**config.mk**
```make
export PLATFORM = sky130hd
export DESIGN_NAME = bp_be_rec_to_fp
export DESIGN_NICKNAME = d
export VERILOG_FILES = /design/src/rtl/bp_be_hardfloat_pkg.sv /design/src/rtl/bp_be_dff_reset_en.sv /design/src/rtl/bp_be_rec_dp_to_sp.sv /design/src/rtl/bp_be_rec_fn_to_fn.sv /design/src/rtl/bp_be_rec_to_fp.sv
export SDC_FILE = /design/constraint.sdc
export NUM_CORES = 1
export LEC_CHECK = 0
export BUFFER_PORTS_ARGS = -buffer_cell sky130_fd_sc_hd__buf_2
export CORE_ASPECT_RATIO = 0.5
export CORE_MARGIN = 3
export CORE_UTILIZATION = 45
export CTS_CLUSTER_DIAMETER = 40
export DETAILED_ROUTE_END_ITERATION = 16
export GPL_ROUTABILITY_DRIVEN = 1
export GPL_TIMING_DRIVEN = 0
export REMOVE_ABC_BUFFERS = 1
export SLEW_MARGIN = 20
export SYNTH_ARGS = -nofsm -noshare
export SYNTH_HDL_FRONTEND = slang
export SYNTH_SLANG_ARGS = --single-unit
```
**constraint.sdc**
```tcl
create_clock -name clk_i -period 7.6 [get_ports clk_i]
set_clock_uncertainty 0.05 [all_clocks]
set_input_delay 1.14 -clock clk_i [delete_from_list [all_inputs] [get_ports clk_i]]
set_output_delay 1.14 -clock clk_i [all_outputs]
set_load 0.05 [all_outputs]
```
**src/rtl/bp_be_hardfloat_pkg.sv**
```systemverilog
// Recoded-float widths, layouts and helpers shared by the BE hardfloat conversion blocks.
package bp_be_hardfloat_pkg;

  typedef enum logic [1:0] {
    e_bp_default_cfg,
    e_bp_unicore_cfg,
    e_bp_multicore_cfg
  } bp_params_e;

  localparam int dp_exp_width_gp  = 11;
  localparam int dp_sig_width_gp  = 53;
  localparam int sp_exp_width_gp  = 8;
  localparam int sp_sig_width_gp  = 24;
  localparam int dp_rec_width_gp  = dp_exp_width_gp + dp_sig_width_gp + 1;
  localparam int sp_rec_width_gp  = sp_exp_width_gp + sp_sig_width_gp + 1;
  localparam int sp_dp_bias_adj_gp = (1 << dp_exp_width_gp) - (1 << sp_exp_width_gp);

  typedef struct packed {
    logic                       sign;
    logic [dp_exp_width_gp:0]   exp;
    logic [dp_sig_width_gp-2:0] fract;
  } bp_hardfloat_rec_dp_s;

  typedef struct packed {
    logic                       sign;
    logic [sp_exp_width_gp:0]   exp;
    logic [sp_sig_width_gp-2:0] fract;
  } bp_hardfloat_rec_sp_s;

  function automatic int bp_dword_width(input bp_params_e cfg);
    case (cfg)
      e_bp_default_cfg, e_bp_unicore_cfg: return 64;
      default:                            return 64;
    endcase
  endfunction

  function automatic int bp_word_width(input bp_params_e cfg);
    case (cfg)
      e_bp_default_cfg, e_bp_unicore_cfg: return 32;
      default:                            return 32;
    endcase
  endfunction

  // Zero (000), inf (110) and NaN (111) keep their exponent code verbatim across precisions.
  function automatic logic rec_exp_is_special(input logic [2:0] code);
    return (code == 3'b000) || (code >= 3'b110);
  endfunction

endpackage

```
**src/rtl/bp_be_dff_reset_en.sv**
```systemverilog
// Enabled register with asynchronous active-low clear.
module bp_be_dff_reset_en #(
  parameter int width_p = 1
) (
  input  logic               i_clk,
  input  logic               i_rst_n,
  input  logic               i_en,
  input  logic [width_p-1:0] i_data,
  output logic [width_p-1:0] o_data
);

  always_ff @(posedge i_clk or negedge i_rst_n) begin
    if (!i_rst_n)  o_data <= '0;
    else if (i_en) o_data <= i_data;
  end

endmodule

```
**src/rtl/bp_be_rec_dp_to_sp.sv**
```systemverilog
// Combinational narrowing of an SP value held in DP recoded form; exact inverse of the upconvert.
module bp_be_rec_dp_to_sp
  import bp_be_hardfloat_pkg::*;
(
  input  bp_hardfloat_rec_dp_s i_dp,
  output bp_hardfloat_rec_sp_s o_sp
);

  // Only the low 9 exponent bits survive, so the bias shift reduces modulo 2^9.
  localparam logic [sp_exp_width_gp:0] bias_adj_lp = (sp_exp_width_gp+1)'(sp_dp_bias_adj_gp);

  logic [2:0] w_code;
  logic       w_special;

  assign w_code    = i_dp.exp[dp_exp_width_gp -: 3];
  assign w_special = rec_exp_is_special(w_code);

  assign o_sp.sign  = i_dp.sign;
  assign o_sp.exp   = w_special ? {w_code, i_dp.exp[sp_exp_width_gp-3:0]}
                                : i_dp.exp[sp_exp_width_gp:0] - bias_adj_lp;
  assign o_sp.fract = (sp_sig_width_gp-1)'(i_dp.fract >> (dp_sig_width_gp - sp_sig_width_gp));

endmodule

```
**src/rtl/bp_be_rec_fn_to_fn.sv**
```systemverilog
// Recoded-to-IEEE conversion (hardfloat recFNToFN); NaN payloads pass through untouched.
module bp_be_rec_fn_to_fn #(
  parameter int exp_width_p = 8,
  parameter int sig_width_p = 24
) (
  input  logic [exp_width_p+sig_width_p:0]   i_rec,
  output logic [exp_width_p+sig_width_p-1:0] o_fn
);

  // minNormExp-1 and the recoded-to-IEEE exponent offset (minNormExp-1) in IEEE width.
  localparam logic [exp_width_p:0]   min_norm_m1_lp = (exp_width_p+1)'((1 << (exp_width_p-1)) + 1);
  localparam logic [exp_width_p-1:0] bias_off_lp    = exp_width_p'((1 << (exp_width_p-1)) + 1);

  logic                   w_sign;
  logic [exp_width_p:0]   w_exp;
  logic [sig_width_p-2:0] w_fract;
  logic                   w_zero, w_inf, w_nan, w_sub;
  logic [exp_width_p:0]   w_dist;
  logic [exp_width_p-1:0] w_exp_out;
  logic [sig_width_p-2:0] w_fract_sub, w_fract_out;

  assign {w_sign, w_exp, w_fract} = i_rec;

  assign w_zero = (w_exp[exp_width_p -: 3] == 3'b000);
  assign w_inf  = (w_exp[exp_width_p -: 3] == 3'b110);
  assign w_nan  = (w_exp[exp_width_p -: 3] == 3'b111);
  assign w_sub  = (w_exp <= min_norm_m1_lp);
  assign w_dist = min_norm_m1_lp - w_exp;

  // Subnormal: hidden bit re-enters the fraction, shifted right by the exponent deficit.
  assign w_fract_sub = (sig_width_p-1)'(({!w_zero, w_fract} >> 1) >> w_dist);

  assign w_exp_out   = (w_sub ? '0 : (w_exp[exp_width_p-1:0] - bias_off_lp))
                     | {exp_width_p{w_inf | w_nan}};
  assign w_fract_out = w_sub ? w_fract_sub : (w_inf ? '0 : w_fract);

  assign o_fn = {w_sign, w_exp_out, w_fract_out};

endmodule

```
**src/rtl/bp_be_rec_to_fp.sv**
```systemverilog
// Two-stage recoded-to-IEEE converter for the FP store/move path; SP results are NaN-boxed.
module bp_be_rec_to_fp
  import bp_be_hardfloat_pkg::*;
#(
  parameter bp_params_e bp_params_p   = e_bp_default_cfg,
  parameter int         tag_width_p   = 5,
  localparam int        dword_width_p = bp_dword_width(bp_params_p),
  localparam int        word_width_p  = bp_word_width(bp_params_p)
) (
  input  logic                     clk_i,
  input  logic                     reset_n_i,
  input  logic                     flush_i,

  input  logic                     v_i,
  output logic                     ready_o,
  input  bp_hardfloat_rec_dp_s     rec_i,
  input  logic                     rec_sp_not_dp_i,
  input  logic [tag_width_p-1:0]   tag_i,

  output logic                     v_o,
  input  logic                     ready_and_i,
  output logic [dword_width_p-1:0] data_o,
  output logic                     sp_not_dp_o,
  output logic [tag_width_p-1:0]   tag_o
);

  typedef struct packed {
    logic                   sp_not_dp;
    logic [tag_width_p-1:0] tag;
    bp_hardfloat_rec_dp_s   rec;
  } s1_s;

  typedef struct packed {
    logic                   sp_not_dp;
    logic [tag_width_p-1:0] tag;
    bp_hardfloat_rec_dp_s   dp_rec;
    bp_hardfloat_rec_sp_s   sp_rec;
  } s2_s;

  logic [2:1]           r_vld_pipe;
  logic                 w_s1_adv, w_s2_adv, w_s1_en, w_s2_en;
  s1_s                  w_s1_d, w_s1_q;
  s2_s                  w_s2_d, w_s2_q;
  bp_hardfloat_rec_sp_s w_sp_rec;
  logic [sp_exp_width_gp+sp_sig_width_gp-1:0] w_sp_ieee;
  logic [dp_exp_width_gp+dp_sig_width_gp-1:0] w_dp_ieee;

  // Handshake: S2 drains on ready_and_i, S1 refills in the same cycle S2 moves.
  assign w_s2_adv = !r_vld_pipe[2] | ready_and_i;
  assign w_s1_adv = r_vld_pipe[1] & w_s2_adv;
  assign ready_o  = !flush_i & (!r_vld_pipe[1] | w_s1_adv);
  assign w_s1_en  = v_i & ready_o;
  assign w_s2_en  = w_s1_adv & !flush_i;
  assign v_o      = r_vld_pipe[2] & !flush_i;

  always_ff @(posedge clk_i or negedge reset_n_i) begin
    if (!reset_n_i) begin
      r_vld_pipe <= '0;
    end else if (flush_i) begin
      r_vld_pipe <= '0;
    end else begin
      if (w_s2_adv) r_vld_pipe[2] <= r_vld_pipe[1];
      if (ready_o)  r_vld_pipe[1] <= v_i;
    end
  end

  assign w_s1_d = '{sp_not_dp: rec_sp_not_dp_i, tag: tag_i, rec: rec_i};

  bp_be_dff_reset_en #(.width_p($bits(s1_s))) s1_reg (
    .i_clk   (clk_i),
    .i_rst_n (reset_n_i),
    .i_en    (w_s1_en),
    .i_data  (w_s1_d),
    .o_data  (w_s1_q)
  );

  bp_be_rec_dp_to_sp dp_to_sp (
    .i_dp (w_s1_q.rec),
    .o_sp (w_sp_rec)
  );

  assign w_s2_d = '{sp_not_dp: w_s1_q.sp_not_dp, tag: w_s1_q.tag,
                    dp_rec: w_s1_q.rec, sp_rec: w_sp_rec};

  bp_be_dff_reset_en #(.width_p($bits(s2_s))) s2_reg (
    .i_clk   (clk_i),
    .i_rst_n (reset_n_i),
    .i_en    (w_s2_en),
    .i_data  (w_s2_d),
    .o_data  (w_s2_q)
  );

  bp_be_rec_fn_to_fn #(.exp_width_p(sp_exp_width_gp), .sig_width_p(sp_sig_width_gp)) sp_to_ieee (
    .i_rec (w_s2_q.sp_rec),
    .o_fn  (w_sp_ieee)
  );

  bp_be_rec_fn_to_fn #(.exp_width_p(dp_exp_width_gp), .sig_width_p(dp_sig_width_gp)) dp_to_ieee (
    .i_rec (w_s2_q.dp_rec),
    .o_fn  (w_dp_ieee)
  );

  assign data_o      = w_s2_q.sp_not_dp ? {{(dword_width_p-word_width_p){1'b1}}, w_sp_ieee}
                                        : w_dp_ieee;
  assign sp_not_dp_o = w_s2_q.sp_not_dp;
  assign tag_o       = w_s2_q.tag;

endmodule
```
# Yosys cells after proc, flatten, opt, wreduce, memory -nomap -nowiden
# Cells that the tools add are included.
[word_totals] inputBits=76 regBits=177 word_cells=51 output_inout_bits=72
[op_classes] n_mux=11 reduce_logical=11 eq_ne=4 magnitude_cmp=3 n_bitwise=11 shifts=2 add_sub_neg=5
[ops] operator="$mux 52" n=2
[ops] operator="$mux 64" n=1
[ops] operator="$shr 52x12->52" n=1
[ops] operator="$mux 23" n=2
[ops] operator="$shr 23x9->23" n=1
[ops] operator="$eq 3x3->1 const B" n=4
[ops] operator="$le 12x11->1 const B" n=1
[ops] operator="$sub 11x12->12 const A" n=1
[ops] operator="$mux 11" n=1
[ops] operator="$or 11x11->11" n=1
[ops] operator="$sub 11x11->11 const B" n=1
[ops] operator="$le 9x8->1 const B" n=1
[ops] operator="$logic_not 3->1" n=3
[ops] operator="$mux 9" n=1
[ops] operator="$sub 8x9->9 const A" n=1
[ops] operator="$sub 9x9->9 const B" n=1
[ops] operator="$mux 8" n=1
[ops] operator="$or 8x8->8" n=1
[ops] operator="$sub 8x8->8 const B" n=1
[ops] operator="$and 1x1->1" n=5
[ops] operator="$logic_not 1->1" n=5
[ops] operator="$or 1x1->1" n=4
[ops] operator="$reduce_bool 2->1" n=2
[ops] operator="$ge 3x3->1 const B" n=1
[ops] operator="3 further kinds" n=4

# Longest topological paths before layout
[depth] ltp_word=7 mapped_depth=16 depth_no_buf=9

# Hierarchy
# A second synthesis with hierarchy kept.
[unflattened] hier_cells=1338 hier_area_um2=14665.3
[modules_own_cells] module="bp_be_rec_fn_to_fn at dp_to_ieee" n_inst=1 cells_per_inst=615 seq_area_each_um2=0.0 area_per_inst_um2=4624.4
[modules_own_cells] module="bp_be_dff_reset_en at s2_reg" n_inst=1 cells_per_inst=220 seq_area_each_um2=2602.5 area_per_inst_um2=4112.7
[modules_own_cells] module="bp_be_dff_reset_en at s1_reg" n_inst=1 cells_per_inst=150 seq_area_each_um2=1776.7 area_per_inst_um2=2990.4
[modules_own_cells] module="bp_be_rec_fn_to_fn at sp_to_ieee" n_inst=1 cells_per_inst=230 seq_area_each_um2=0.0 area_per_inst_um2=1828.0
[modules_own_cells] module="bp_be_rec_to_fp" n_inst=1 cells_per_inst=83 seq_area_each_um2=50.0 area_per_inst_um2=832.0
[modules_own_cells] module="bp_be_rec_dp_to_sp" n_inst=1 cells_per_inst=40 seq_area_each_um2=0.0 area_per_inst_um2=277.8

# Least setup slack after synthesis
# No wires, ideal clock.
[synth_path] kind="register -> output" start="register s2_reg.o_data[86]" end="output data_o[49]" slack_ns=1.341 required_time_ns=6.410 arrival_time_ns=5.069 stages_incl_launch_ff=14 path_buffers=6 path_cell_list="dfrtp_1 buf_2 buf_4 clkinv_1 clkbuf_1 clkbuf_1 ha_1 or4b_4 nor4_1 a31oi_1 or3_1 buf_6 clkbuf_1 o41ai_1"
[synth_via] elab_chain_cells=4 word_cells_on_any_way=5 classes_between="add/sub: 1; order compare: 1; shift: 1; mux: 2"
[synth_lines] item="start, declared" line="bp_be_dff_reset_en.sv:9" text="output logic [width_p-1:0] o_data"
[synth_lines] item="start signal, assigned" line="bp_be_dff_reset_en.sv:14" text="else if (i_en) o_data <= i_data;"
[synth_lines] item="$sub 11x12->12" line="bp_be_rec_fn_to_fn.sv:28" text="assign w_dist = min_norm_m1_lp - w_exp;"
[synth_lines] item="$shr 52x12->52" line="bp_be_rec_fn_to_fn.sv:31" text="assign w_fract_sub = (sig_width_p-1)'(({!w_zero, w_fract} >> 1) >> w_dist);"
[synth_lines] item="$mux 52 (*)" line="bp_be_rec_fn_to_fn.sv:35" text="assign w_fract_out = w_sub ? w_fract_sub : (w_inf ? '0 : w_fract);"
[synth_lines] item="$mux 64 (*)" line="bp_be_rec_to_fp.sv:103" text="assign data_o = w_s2_q.sp_not_dp ? {{(dword_width_p-word_width_p){1'b1}}, w_sp_ieee}"
[synth_lines] item="end, declared" line="bp_be_rec_to_fp.sv:22" text="output logic [dword_width_p-1:0] data_o,"
# Every way passes the cells marked *; elsewhere a longest branch is shown, timed or not.

# Worst setup path in the final report
[layout_path] start="register s2_reg.o_data[86]" end="output data_o[7]"
# The elaborated chain is that of the path after synthesis.

==> flow_metrics.tcl <==
set metrics [dict create \
    status "completed" \
    syn_to_final_growth_pct 16.4 \
    required_ps 6410 \
    dp_hpwl_um 31300 \
    p_per_area_mw_per_mm2 437 \
    antenna_found_initial 0 \
    yosys_warnings 0 \
    die_y_um 115 \
    finalCoreUtilization 0.540 \
    slew_viol_final 0 \
    cp_max_fo 37 \
    die_area_mm2 0.0259 \
    worstSetupStartpoint "s2_reg.o_data[86]$_DFFE_PN0P_" \
    rsz0062_at_grt "false" \
    cts_tree "done" \
    clk_latency_ps 450 \
    grt-busiest-layer "met1" \
    root_buffer "clkbuf_16" \
    dp_cells 1427 \
    ys.flop_type "dfrtp_1" \
    power_frac_seq 0.246 \
    finalNetCount 1219 \
    cp-start-kind "flop" \
    grt_start_max_net_pins 91 \
    drv_cap 0 \
    hold_viol 0 \
    clock-sinks 147 \
    gp_congestion 0.972 \
    cp.depth 11 \
    grt_pass1_wl_um 61000 \
    arrival_ps 6020 \
    stdcell_area_mm2 0.0125 \
    cp_num_buf_inv 4 \
    cts-resized-gates 0 \
    fmax_mhz 139 \
    pre_cts_slack_ps 618 \
    cp-end-kind "output pin" \
    p_clk_frac 0.155 \
    worstHoldStart "s1_reg.o_data[70]$_DFFE_PN0P_" \
    use_met3 0.0753 \
    core-area_mm2 0.0231 \
    die_w_um 224 \
    hp-class "reg2reg" \
    crit_family "buffers and inverters" \
    numPortBuffers 147 \
    comb_power_share 0.599 \
    drt-initial-drc-count 1310 \
    reg2reg_to "s2_reg.o_data[81]$_DFFE_PN0P_" \
    grt_overflow 0 \
    cp_slowest_cell "ha_4" \
    syn_inst 1049 \
    holdWs_ps 448 \
    synth_edf_count 0 \
    slew_headroom 0.192 \
    netlist_top_cells_area "dfrtp_1 (34%), mux2_2 (17%), mux4_2 (8.8%), mux2i_1 (5.4%), nand2_1 (3.5%)" \
    layout.cells.non_filler 1460 \
    critical_path_class "reg2out" \
    clk_pin_slew_ps 60 \
    irDropWorstVdd_uv 247 \
    drive_gt1_frac 0.387 \
    critical_path.endpoint "data_o[7]" \
    placed_cell_area_mm2 0.0119 \
    syn_avg_cell_area_um2 10.2 \
    leakagePower_nw 5.11 \
    via_count 9793 \
    wl_per_cell_um 28.2 \
    fin_crit_sh 0.949 \
    period_minus_slack_ps 7210 \
    drc_errors 0 \
    grt_pass1_vias 9271 \
    yosys.area.top_type "dfrtp_1" \
    synth_cell_types 76 \
    p_sw_mw 2.89 \
    r2r_start "r_vld_pipe[2]$_DFFE_PN0P_" \
    ant_nets 0 \
    clock_path_buffers 2 \
    diodes 0 \
    hold_buffers 0 \
    async_flop_share 1.00 \
    swShare 0.530 \
    met1_usage 0.497 \
    grt_use_met2 0.439 \
    r2r_setup_slack_ps 5140 \
    max_stage_delay_ps 890 \
    initial_core_util 0.464 \
    worstMarginPinSlew_ps 1200 \
    setup_violations 0 \
    setup_tns_ps 0 \
    p_int_mw 2.57 \
    h-tree-depth 4 \
    setup_ws_ps 390 \
    grt_use_total 0.318 \
    io-pin-count 148 \
    netlist_area_mm2 0.0107 \
    rows 39 \
    p_total_mw 5.47 \
    wirelength_um 41200 \
    reg2reg_depth 8 \
    path_cells "buf_16 > clkinv_2 > ha_4 > clkinv_1 > mux2i_1 > o21ba_2 > nor4_1 > o2bb2a_1 > nand2b_1 > o211ai_1 > buf_2" \
    synth-seq-area-share 0.343 \
    synth-seq-cells 147 \
    synth_top_area_frac 0.343 \
    via_per_inst 6.71 \
    numCtsBuffers 17 \
    drt-pass1-iter-count 6 \
]
==> tightest hold or removal path, cell delays in order, from the launching register on <==
cell     delay, ps
dfrtp_1        350
nand2_1         50
o21ai_0         60
==> Yosys cell counts, types with 17 or more instances <==
master,n
a21oi_1,56
a221o_1,17
a221oi_1,22
buf_2,22
clkbuf_1,59
dfrtp_1,147
mux2_2,165
mux2i_1,58
mux4_2,42
nand2_1,101
nand3_1,22
nor2_1,59
o21ai_0,46
==> layout make-up <==
cell class | instances | area, um^2
clock buffers | 18 | 429
clock inverters | 14 | 158
fillers | 2110 | 10600
inverters | 13 | 50.0
multi-input cells | 788 | 6630
flip-flops and latches | 147 | 3690
well taps | 307 | 384
repair buffers | 173 | 1160
==> cells in the final DEF (no fill, tap or decap), drive strengths merged, types with 4 or more instances in the layout <==
cell type | Yosys | layout
xor2 | 5 | 5
nor4 | 6 | 6
clkinv | 2 | 5
o211ai | 12 | 12
a211oi | 11 | 11
a221o | 17 | 17
nand2 | 101 | 101
nor3b | 4 | 4
a311oi | 4 | 4
clkbuf | 59 | 18
a21boi | 4 | 4
a2111oi | 4 | 4
a21oi | 56 | 56
mux2 | 165 | 165
nor2 | 59 | 59
a222oi | 7 | 7
dfrtp | 147 | 147
nor3 | 20 | 20
o21ai | 55 | 55
inv | 11 | 20
xnor2 | 15 | 15
and2 | 9 | 9
mux2i | 58 | 58
buf | 42 | 173
a31oi | 7 | 7
o31ai | 13 | 13
or3 | 8 | 8
nand3 | 22 | 22
a221oi | 22 | 22
mux4 | 42 | 42
==> worst min path at each step <==
stage	endpoint	depth (start not counted)
finish	s2_reg.o_data[103]$_DFFE_PN0P_	2
global route	s2_reg.o_data[76]$_DFFE_PN0P_	1
CTS	s2_reg.o_data[103]$_DFFE_PN0P_	2
detailed placement	s2_reg.o_data[103]$_DFFE_PN0P_	2
global placement	s2_reg.o_data[85]$_DFFE_PN0P_	2
floorplan	s2_reg.o_data[103]$_DFFE_PN0P_	2
==> state kept, by name, summed over array words and instances, names as in the netlist <==
| name | flops |
|---|---|
| s2_reg.o_data | 74 |
| s1_reg.o_data | 71 |
| r_vld_pipe | 2 |
==> routing by layer <==
layer | routed length (um) | share of wire | vias to the layer above
met4 | 830 | 0.020 | 0
li1 | - | - | 4190
met2 | 16600 | 0.40 | 589
met1 | 19500 | 0.47 | 4957
met5 | 0 | 0 | -
met3 | 4250 | 0.10 | 57
==> cells by family (layout without fill, tap and decap cells) <==
logic type	Yosys count	after routing	synth area share
flip-flops	147	147	0.343
buffers and inverters	114	218	0.0477
AO/OA/AOI/OAI	254	254	0.168
AND/OR/NAND/NOR	246	246	0.107
adder cells (fa/ha/maj)	3	3	0.00350
XOR/XNOR	20	20	0.0163
multiplexers	265	265	0.315
==> timing repair <==
item                                    4_1_cts  5_1_grt
endpoints found under the setup margin        0        2
hold endpoints to repair                      0        0
setup buffers                                 0        1
==> power groups by stage <==
stage	combinational, mW	sequential (mW)	clock, mW
detailed placement	3.16	1.34	0
global route	3.41	1.37	0.901
CTS	3.17	1.33	0.872
global placement	3.03	1.37	0
finish	3.27	1.35	0.848
floorplan	2.16	1.22	0
(Power assumes the default switching activity.)
